$ cat config.mk
export PLATFORM = sky130hd
export DESIGN_NAME = return_stack
export DESIGN_NICKNAME = d
export VERILOG_FILES = /design/src/rtl/return_stack.sv
export SDC_FILE = /design/constraint.sdc
export NUM_CORES = 1
export LEC_CHECK = 0
export CAP_MARGIN = 20
export CORE_MARGIN = 10
export CORE_UTILIZATION = 30
export CTS_BUF_LIST = sky130_fd_sc_hd__clkbuf_8
export DETAILED_ROUTE_END_ITERATION = 12
export GPL_TIMING_DRIVEN = 0
export SYNTH_ARGS = -nofsm -noshare
export SYNTH_HDL_FRONTEND = slang
export SYNTH_SLANG_ARGS = --single-unit
$ cat constraint.sdc
create_clock -name Clk -period 4.6 [get_ports Clk]
set_input_delay 0.92 -clock Clk [delete_from_list [all_inputs] [get_ports Clk]]
set_output_delay 0.92 -clock Clk [all_outputs]
set_load 0.02 [all_outputs]
$ cat src/rtl/return_stack.sv
// Return-address LIFO for the A09 sequencer: push on CALL, pop on RET, with sticky
// overflow/underflow flags that the control matrix uses to halt.
module return_stack #(
  parameter int DataWidth = 16,
  parameter int Depth     = 8,
  parameter int AddrWidth = 3
) (
  input  logic                 Clk,
  input  logic                 Reset,
  input  logic                 Clr,
  input  logic                 Push,
  input  logic                 Pop,
  input  logic [DataWidth-1:0] DIn,
  output logic [DataWidth-1:0] DOut,
  output logic [AddrWidth:0]   Count,
  output logic                 Empty,
  output logic                 Full,
  output logic                 Overflow,
  output logic                 Underflow,
  output logic                 Error
);

  localparam logic [AddrWidth:0] FullCount = (AddrWidth+1)'(Depth);

  logic [DataWidth-1:0] mem [Depth];
  logic [AddrWidth:0]   sp;
  logic [AddrWidth:0]   sp_next;
  logic [AddrWidth-1:0] top_idx;
  logic [AddrWidth-1:0] wr_idx;
  logic                 wr_en;
  logic                 set_ovf;
  logic                 set_unf;
  logic                 empty;
  logic                 full;

  assign empty   = (sp == '0);
  assign full    = (sp == FullCount);
  assign top_idx = AddrWidth'(sp - 1'b1);

  // Push+Pop together replaces the top entry; on an empty stack it degrades to a push.
  always_comb begin
    sp_next = sp;
    wr_en   = 1'b0;
    wr_idx  = sp[AddrWidth-1:0];
    set_ovf = 1'b0;
    set_unf = 1'b0;
    case ({Push, Pop})
      2'b10: begin
        if (full) begin
          set_ovf = 1'b1;
        end else begin
          wr_en   = 1'b1;
          sp_next = sp + 1'b1;
        end
      end
      2'b01: begin
        if (empty) set_unf = 1'b1;
        else       sp_next = sp - 1'b1;
      end
      2'b11: begin
        wr_en = 1'b1;
        if (empty) sp_next = sp + 1'b1;
        else       wr_idx  = top_idx;
      end
      default: ;
    endcase
  end

  always_ff @(posedge Clk or negedge Reset) begin
    if (!Reset) begin
      sp        <= '0;
      Overflow  <= 1'b0;
      Underflow <= 1'b0;
    end else if (Clr) begin
      sp        <= '0;
      Overflow  <= 1'b0;
      Underflow <= 1'b0;
    end else begin
      sp        <= sp_next;
      Overflow  <= Overflow | set_ovf;
      Underflow <= Underflow | set_unf;
    end
  end

  // Entry storage carries no reset; emptiness is tracked by sp and DOut is gated below.
  always_ff @(posedge Clk) begin
    if (wr_en && !Clr && Reset) mem[wr_idx] <= DIn;
  end

  assign DOut  = empty ? '0 : mem[top_idx];
  assign Count = sp;
  assign Empty = empty;
  assign Full  = full;
  assign Error = Overflow | Underflow;

endmodule
==> results of run 1 <==
[cells by family after synthesis]
| logic type | count (synthesis) | share of synthesized area |
|---|---|---|
| fa+ha+maj | 6 | 0.0135 |
| compound gates | 33 | 0.0384 |
| xor+xnor | 5 | 0.00926 |
| buf+inv | 26 | 0.0226 |
| flops | 134 | 0.721 |
| simple gates | 64 | 0.0571 |
| mux | 36 | 0.138 |
[flip-flops by register name (all words and copies together) (netlist names)]
signal	flops
Count	4
Overflow	1
Underflow	1
mem	128
[routing by layer]
metal  vias up  part of all wire
met5         -                 0
met4         0            0.0063
met3         6             0.053
met2        65              0.52
met1      1506              0.42
li1       1337                 -
[worst paths after layout]
| check | from | to | slack [ps] | cells after the start |
|---|---|---|---|---|
| worst min-delay path | Underflow$_DFF_PN0_ | Underflow$_DFF_PN0_ | 520 | 2 |
| worst max-delay path | Count[0]$_DFFE_PN0P_ | Empty | 230 | 9 |
| max in group asynchronous | Reset | Count[0]$_DFFE_PN0P_ | 3610 | 1 |
| min in group asynchronous | Reset | Count[2]$_DFFE_PN0P_ | 760 | 1 |
| worst max register to register | Count[0]$_DFFE_PN0P_ | mem[4][2]$_DFFE_PP_ | 1210 | 9 |
| worst min register to register | Underflow$_DFF_PN0_ | Underflow$_DFF_PN0_ | 520 | 2 |
[placed cells by master (no fill, tap or decap), types with 4 or more instances in the layout]
cell	instances
mux4_2	32
clkbuf_8	17
clkbuf_4	4
a21oi_1	18
buf_4	7
clkinv_4	4
mux2_2	4
nor2_1	9
edfxtp_1	128
ha_1	6
dlymetal6s2s_1	4
clkinv_2	4
dfrtp_1	6
and3_1	6
clkdlybuf4s50_1	40
inv_1	12
nand2_1	33
buf_2	4
[repair_timing]
action	in CTS	in global routing
setup endpoints to repair	17	16
resized for setup	10	6
pin swaps	0	0
[critical path, cell delays in order, from the launching register on]
cell and delay (ps):
dfrtp_1 400, clkbuf_4 230, buf_4 230, inv_1 160, ha_1 170, buf_4 200
nor3b_4 260, buf_2 330, buf_2 330, clkdlybuf4s50_1 680
[area by class of cell]
| cell class | instances | area [um^2] | share of cell area |
|---|---|---|---|
| repair buffers | 46 | 480 | 0.0713 |
| clock inverters | 15 | 139 | 0.0206 |
| plain buffers | 16 | 106 | 0.0158 |
| inverters | 10 | 37.5 | 0.00557 |
| clock buffers | 17 | 234 | 0.0347 |
| flip-flops and latches | 134 | 3990 | 0.592 |
| multi-input cells | 144 | 1460 | 0.217 |
| well taps | 229 | 287 | 0.0425 |
| diodes | 1 | 2.50 | 0.000371 |
[per-stage QoR]
| step | hold slack, ps | total power (W) |
|---|---|---|
| 3_3_place_gp | 498 | 0.00253 |
| 5_1_grt | 565 | 0.00361 |
| 4_1_cts | 527 | 0.00349 |
| 2_1_floorplan | 607 | 0.00211 |
| 6_report | 518 | 0.00344 |
| 3_5_place_dp | 508 | 0.00254 |
[power by group through the flow]
stage | logic [W] | registers (W) | clock network (W)
global route | 0.00122 | 0.00139 | 0.000992
global placement | 0.00111 | 0.00142 | 0
floorplan | 0.000685 | 0.00142 | 0
CTS | 0.00116 | 0.00139 | 0.000935
detailed placement | 0.00113 | 0.00142 | 0
finish | 0.00113 | 0.00139 | 0.000916
==> results.py, run 1 <==
metrics = {
    "floorplan": {
        "rows": 49,
        "dieArea_mm2": 0.0243,
        "die_h_um": 156,
        "initial_core_util": 0.306,
        "die_w_um": 156,
        "io_pins": 46,
        "core_area_mm2": 0.0181,
    },
    "drt": {
        "dr.pass1.iters": 4,
        "route.vias.total": 2914,
        "wl_per_cell_um": 19.3,
        "detail-route-antenna-nets": 0,
        "drt-vias-per-instance": 4.76,
        "remaining_drc_errors": 0,
        "drtIter0Drc": 190,
        "routed_wirelength_mm": 11.8,
    },
    "critical_path": {
        "arrival_ps": 3450,
        "cp.required_ps": 3680,
        "critPathKind": "flip-flop to output pin",
        "crit_path_max_fanout": 10,
        "end_kind": "output pin",
        "worst_setup_path_start_kind": "flip-flop",
    },
    "grt": {
        "met3_usage": 0.0339,
        "grt.overflow.total": 0,
        "grtUsageTotal": 0.100,
        "top_usage_layer": "met2",
        "gr-usage-met2": 0.169,
        "grt_pass1_wl_mm": 18.0,
        "grt_pass1_vias": 3091,
        "grtUsageMet1": 0.118,
        "grt_max_degree": 17,
        "antenna_found_initial": 0,
    },
    "sta": {
        "worst_slack_ps": 234,
        "fmax_mhz": 229,
        "slew_violations": 0,
        "final-setup-viol-count": 0,
        "rsz0062_at_grt": "no",
        "finalCritPeriodShare": 0.949,
        "hold_violations": 0,
        "maxSlewHeadroom": 0.335,
        "tns_ps": 0,
        "finClkSkew_ps": 11.6,
        "min_period_ps": 4370,
        "worst_pin_slew_ps": 998,
    },
    "cts": {
        "clockBufferDepth": 2,
        "cts_setup_buffers": 0,
        "cts_tree": "yes",
        "ctsHoldBuffers": 0,
        "clk_latency_ps": 430,
        "cts.clk_slew.worst_paths_ps": 70,
        "clkSinkCount": 134,
        "cts_root_buffer": "clkbuf_8",
        "cts_buffers": 17,
        "cts_max_level": 4,
    },
    "power": {
        "peakVddDrop_mv": 0.199,
        "power_switching_w": 0.00109,
        "pwr-share-seq": 0.405,
        "leakage_nw": 2.27,
        "switching_share": 0.316,
        "pwr-share-clk": 0.267,
        "combPwrFrac": 0.329,
        "p_int_w": 0.00235,
        "power_density_mw_per_mm2": 510,
    },
    "synthesis": {
        "syn_area_mm2": 0.00554,
        "synth-edff-count": 128,
        "synth_top_cell_area_share": 0.694,
        "yosys.area.top_type": "edfxtp_1",
        "yosys_warnings": 0,
        "ys_seq_area_frac": 0.721,
        "netlist_top_cells_area": "edfxtp_1 69%, mux4_2 13%, dfrtp_1 2.7%",
        "avgSynthCellArea_um2": 18.2,
        "synth_common_cells": "128 x edfxtp_1, 33 x nand2_1, 32 x mux4_2, 18 x a21oi_1, 10 x inv_1",
        "async_flop_share": 0.0448,
        "synth.distinct_cells": 37,
        "synthFlopType": "edfxtp_1",
        "synth_nets": 331,
        "syn_inst": 304,
        "synth_most_common_cell": "edfxtp_1",
        "yosys_register_bits": 134,
    },
    "placed_design": {
        "place_area_mm2": 0.00631,
        "dp_hpwl_mm": 7.70,
        "io_buffers": 44,
        "place_inst": 579,
        "gp_congestion": 0.755,
        "dpl_worst_slack_ps": 30.9,
    },
    "cells_and_area": {
        "final_cell_area_mm2": 0.00674,
        "stdcell_count": 612,
        "num-fill-cells": 1661,
        "final_util": 0.373,
        "fin_nets": 396,
        "syn_to_final_growth_pct": 21.7,
        "drive_gt1_frac": 0.238,
    },
    "run_status": {
        "status": "finished, final reports clean",
    },
    "hold_path": {
        "hold_path.class": "flip-flop to flip-flop",
    },
    "job": {
        "max_cap_violations": 0,
    },
}
(Power assumes the default switching activity.)
==> run 2, diff against run 1 <==
--- a/config.mk
+++ b/config.mk
@@ -11,6 +11,8 @@
 export CTS_BUF_LIST = sky130_fd_sc_hd__clkbuf_8
 export DETAILED_ROUTE_END_ITERATION = 12
 export GPL_TIMING_DRIVEN = 0
+export HOLD_SLACK_MARGIN = 0.1
+export REMOVE_ABC_BUFFERS = 1
 export SYNTH_ARGS = -nofsm -noshare
 export SYNTH_HDL_FRONTEND = slang
 export SYNTH_SLANG_ARGS = --single-unit
==> run 2 against run 1 <==
First-iteration DRC count down 4.7%. Combinational power up 5%. Sequential power about the same. Total power up 0.62%. Worst setup slack worse by 4.8 ps. Clock skew up 5.8 ps. Critical endpoint is now DOut[3].
==> results.py, run 2 (synthesis results as in run 1) <==
metrics = {
    "run_status": {
        "status": "finished, final reports clean",
    },
    "floorplan": {
        "die_h_um": 156,
        "initial_core_util": 0.306,
        "die_w_um": 156,
        "core_area_mm2": 0.0181,
        "rows": 49,
        "dieArea_mm2": 0.0243,
        "io_pins": 46,
    },
    "critical_path": {
        "crit_top_cell": "buf_12",
        "arrival_ps": 3450,
        "worstPathCellList": "buf_12 > inv_1 > ha_2 > buf_12 > mux4_2 > nand2_1 > a21oi_1 > clkdlybuf4s50_1",
        "crit_path_max_fanout": 25,
        "worst-path-buf-inv": 4,
        "worst_setup_path_start_kind": "flip-flop",
        "slowest_stage": "clkdlybuf4s50_1",
        "max_stage_delay_ps": 660,
        "critPathKind": "flip-flop to output pin",
        "crit_family": "buffers and inverters",
        "end_kind": "output pin",
        "cp.required_ps": 3680,
    },
    "grt": {
        "grtUsageTotal": 0.0994,
        "grt_pass1_vias": 3025,
        "grt_max_degree": 26,
        "antenna_found_initial": 0,
        "grt.overflow.total": 0,
        "grt_pass1_wl_mm": 17.9,
    },
    "drt": {
        "remaining_drc_errors": 0,
        "route.vias.total": 2914,
        "routed_wirelength_mm": 11.7,
        "dr.pass1.iters": 4,
        "wl_met3_um": 839,
        "met2_length_mm": 5.85,
        "drtIter0Drc": 181,
        "wl_per_cell_um": 19.2,
        "detail-route-antenna-nets": 0,
        "drt-vias-per-instance": 4.79,
        "wl_met1_mm": 4.90,
        "dr.max_layer_used": "met4",
    },
    "power": {
        "finalPower_w": 0.00346,
        "power_switching_w": 0.00109,
        "leakage_nw": 2.20,
        "peakVddDrop_mv": 0.225,
        "combPwrFrac": 0.343,
        "power_density_mw_per_mm2": 509,
        "pwr-share-clk": 0.247,
        "pwr-share-seq": 0.410,
        "switching_share": 0.315,
        "p_int_w": 0.00237,
    },
    "placed_design": {
        "place_inst": 570,
        "io_buffers": 45,
        "dp_hpwl_mm": 7.30,
        "place_area_mm2": 0.00633,
        "gp_congestion": 0.747,
    },
    "cells_and_area": {
        "stdcell_count": 608,
        "fin_nets": 393,
        "antenna_cells": 0,
        "final_cell_area_mm2": 0.00679,
        "drive_gt1_frac": 0.235,
        "final_common_cell": "edfxtp_1",
        "largest_reg_flops": 128,
        "syn_to_final_growth_pct": 22.5,
        "final_cell_mix": "128 x edfxtp_1, 45 x clkdlybuf4s50_1, 33 x nand2_1",
        "largest-register": "mem",
        "num-fill-cells": 1646,
    },
    "cts": {
        "cts_root_buffer": "clkbuf_8",
        "clk_latency_ps": 440,
        "cts_max_level": 4,
        "clockBufferDepth": 2,
        "cts.clk_slew.worst_paths_ps": 70,
        "cts_tree": "yes",
        "cts_buffers": 17,
        "clkSinkCount": 134,
        "ctsHoldBuffers": 0,
    },
    "sta": {
        "worst_pin_slew_ps": 1020,
        "final-setup-viol-count": 0,
        "hold_violations": 0,
        "finClkSkew_ps": 17.4,
        "tns_ps": 0,
        "rsz0062_at_grt": "no",
        "maxSlewHeadroom": 0.323,
        "slew_violations": 0,
        "finalCritPeriodShare": 0.950,
        "min_period_ps": 4370,
        "fmax_mhz": 229,
        "timing.hold.ws_ps": 539,
    },
    "job": {
        "max_cap_violations": 0,
    },
    "hold_path": {
        "hold_path.class": "flip-flop to flip-flop",
    },
}
-- run 2: changes by cell type in the layout (fill, tap and decap cells not counted), moves of 2 or more --
cell / before / now
clkbuf_4: 4 / 0
buf_4: 7 / 3
dlymetal6s2s_1: 4 / 0
buf_2: 4 / 0
clkinvlp_4: 0 / 3
buf_6: 0 / 4
clkinv_1: 2 / 4
clkdlybuf4s50_1: 40 / 45
buf_12: 0 / 4
clkinv_4: 4 / 1
-- run 2: repair_timing --
action                     CTS  global route
gates resized for setup      3             0
pin swaps                    1             0
setup endpoints to repair   17            11
setup buffers                5             1
-- run 2: path summary, 6_finish.rpt --
| path | startpoint | to | slack [ps] | cells after the start |
|---|---|---|---|---|
| max | Count[0]$_DFFE_PN0P_ | DOut[3] | 230 | 8 |
| min | Underflow$_DFF_PN0_ | Underflow$_DFF_PN0_ | 540 | 2 |
| max reg2reg | Count[0]$_DFFE_PN0P_ | mem[0][12]$_DFFE_PP_ | 720 | 9 |
| min reg2reg | Underflow$_DFF_PN0_ | Underflow$_DFF_PN0_ | 540 | 2 |
| max in group asynchronous | Reset | Count[0]$_DFFE_PN0P_ | 3600 | 1 |
| min in group asynchronous | Reset | Count[3]$_DFFE_PN0P_ | 740 | 1 |
-- run 2: worst min-delay path, cell delays in order, from the launching register on --
cell	delay, ps
dfrtp_1	370
a21oi_1	50
nor2_1	80
-- run 2: through the flow --
| step | setup slack (ps) | util |
|---|---|---|
| floorplan | -422 | - |
| global placement | -2690 | 0.342 |
| detailed placement | -21.1 | 0.350 |
| CTS | 5.18 | 0.374 |
| global route | 17.0 | 0.375 |
| finish | 229 | 0.375 |
-- run 2: final cells by class --
| class | count | area, um^2 | area share |
|---|---|---|---|
| clock inverters | 15 | 113 | 0.0166 |
| inverters | 10 | 37.5 | 0.00553 |
| repair buffers | 59 | 656 | 0.0966 |
| well taps | 229 | 287 | 0.0422 |
| flip-flops and latches | 134 | 4000 | 0.589 |
| clock buffers | 17 | 234 | 0.0345 |
| multi-input cells | 144 | 1460 | 0.216 |
-- run 2: power groups by stage --
stage	clock, W	sequential, W	combinational [W]
finish	0.000854	0.00142	0.00119
global route	0.000926	0.00142	0.00128
floorplan	0	0.00146	0.000620
CTS	0.000874	0.00143	0.00119
detailed placement	0	0.00145	0.00111
global placement	0	0.00147	0.00104
-- run 2: per-layer routing --
layer  GRT usage  vias up
li1            -     1326
met1       0.124     1485
met2       0.160       93
met3      0.0334       10
met4      0.0297        0
met5           0        -
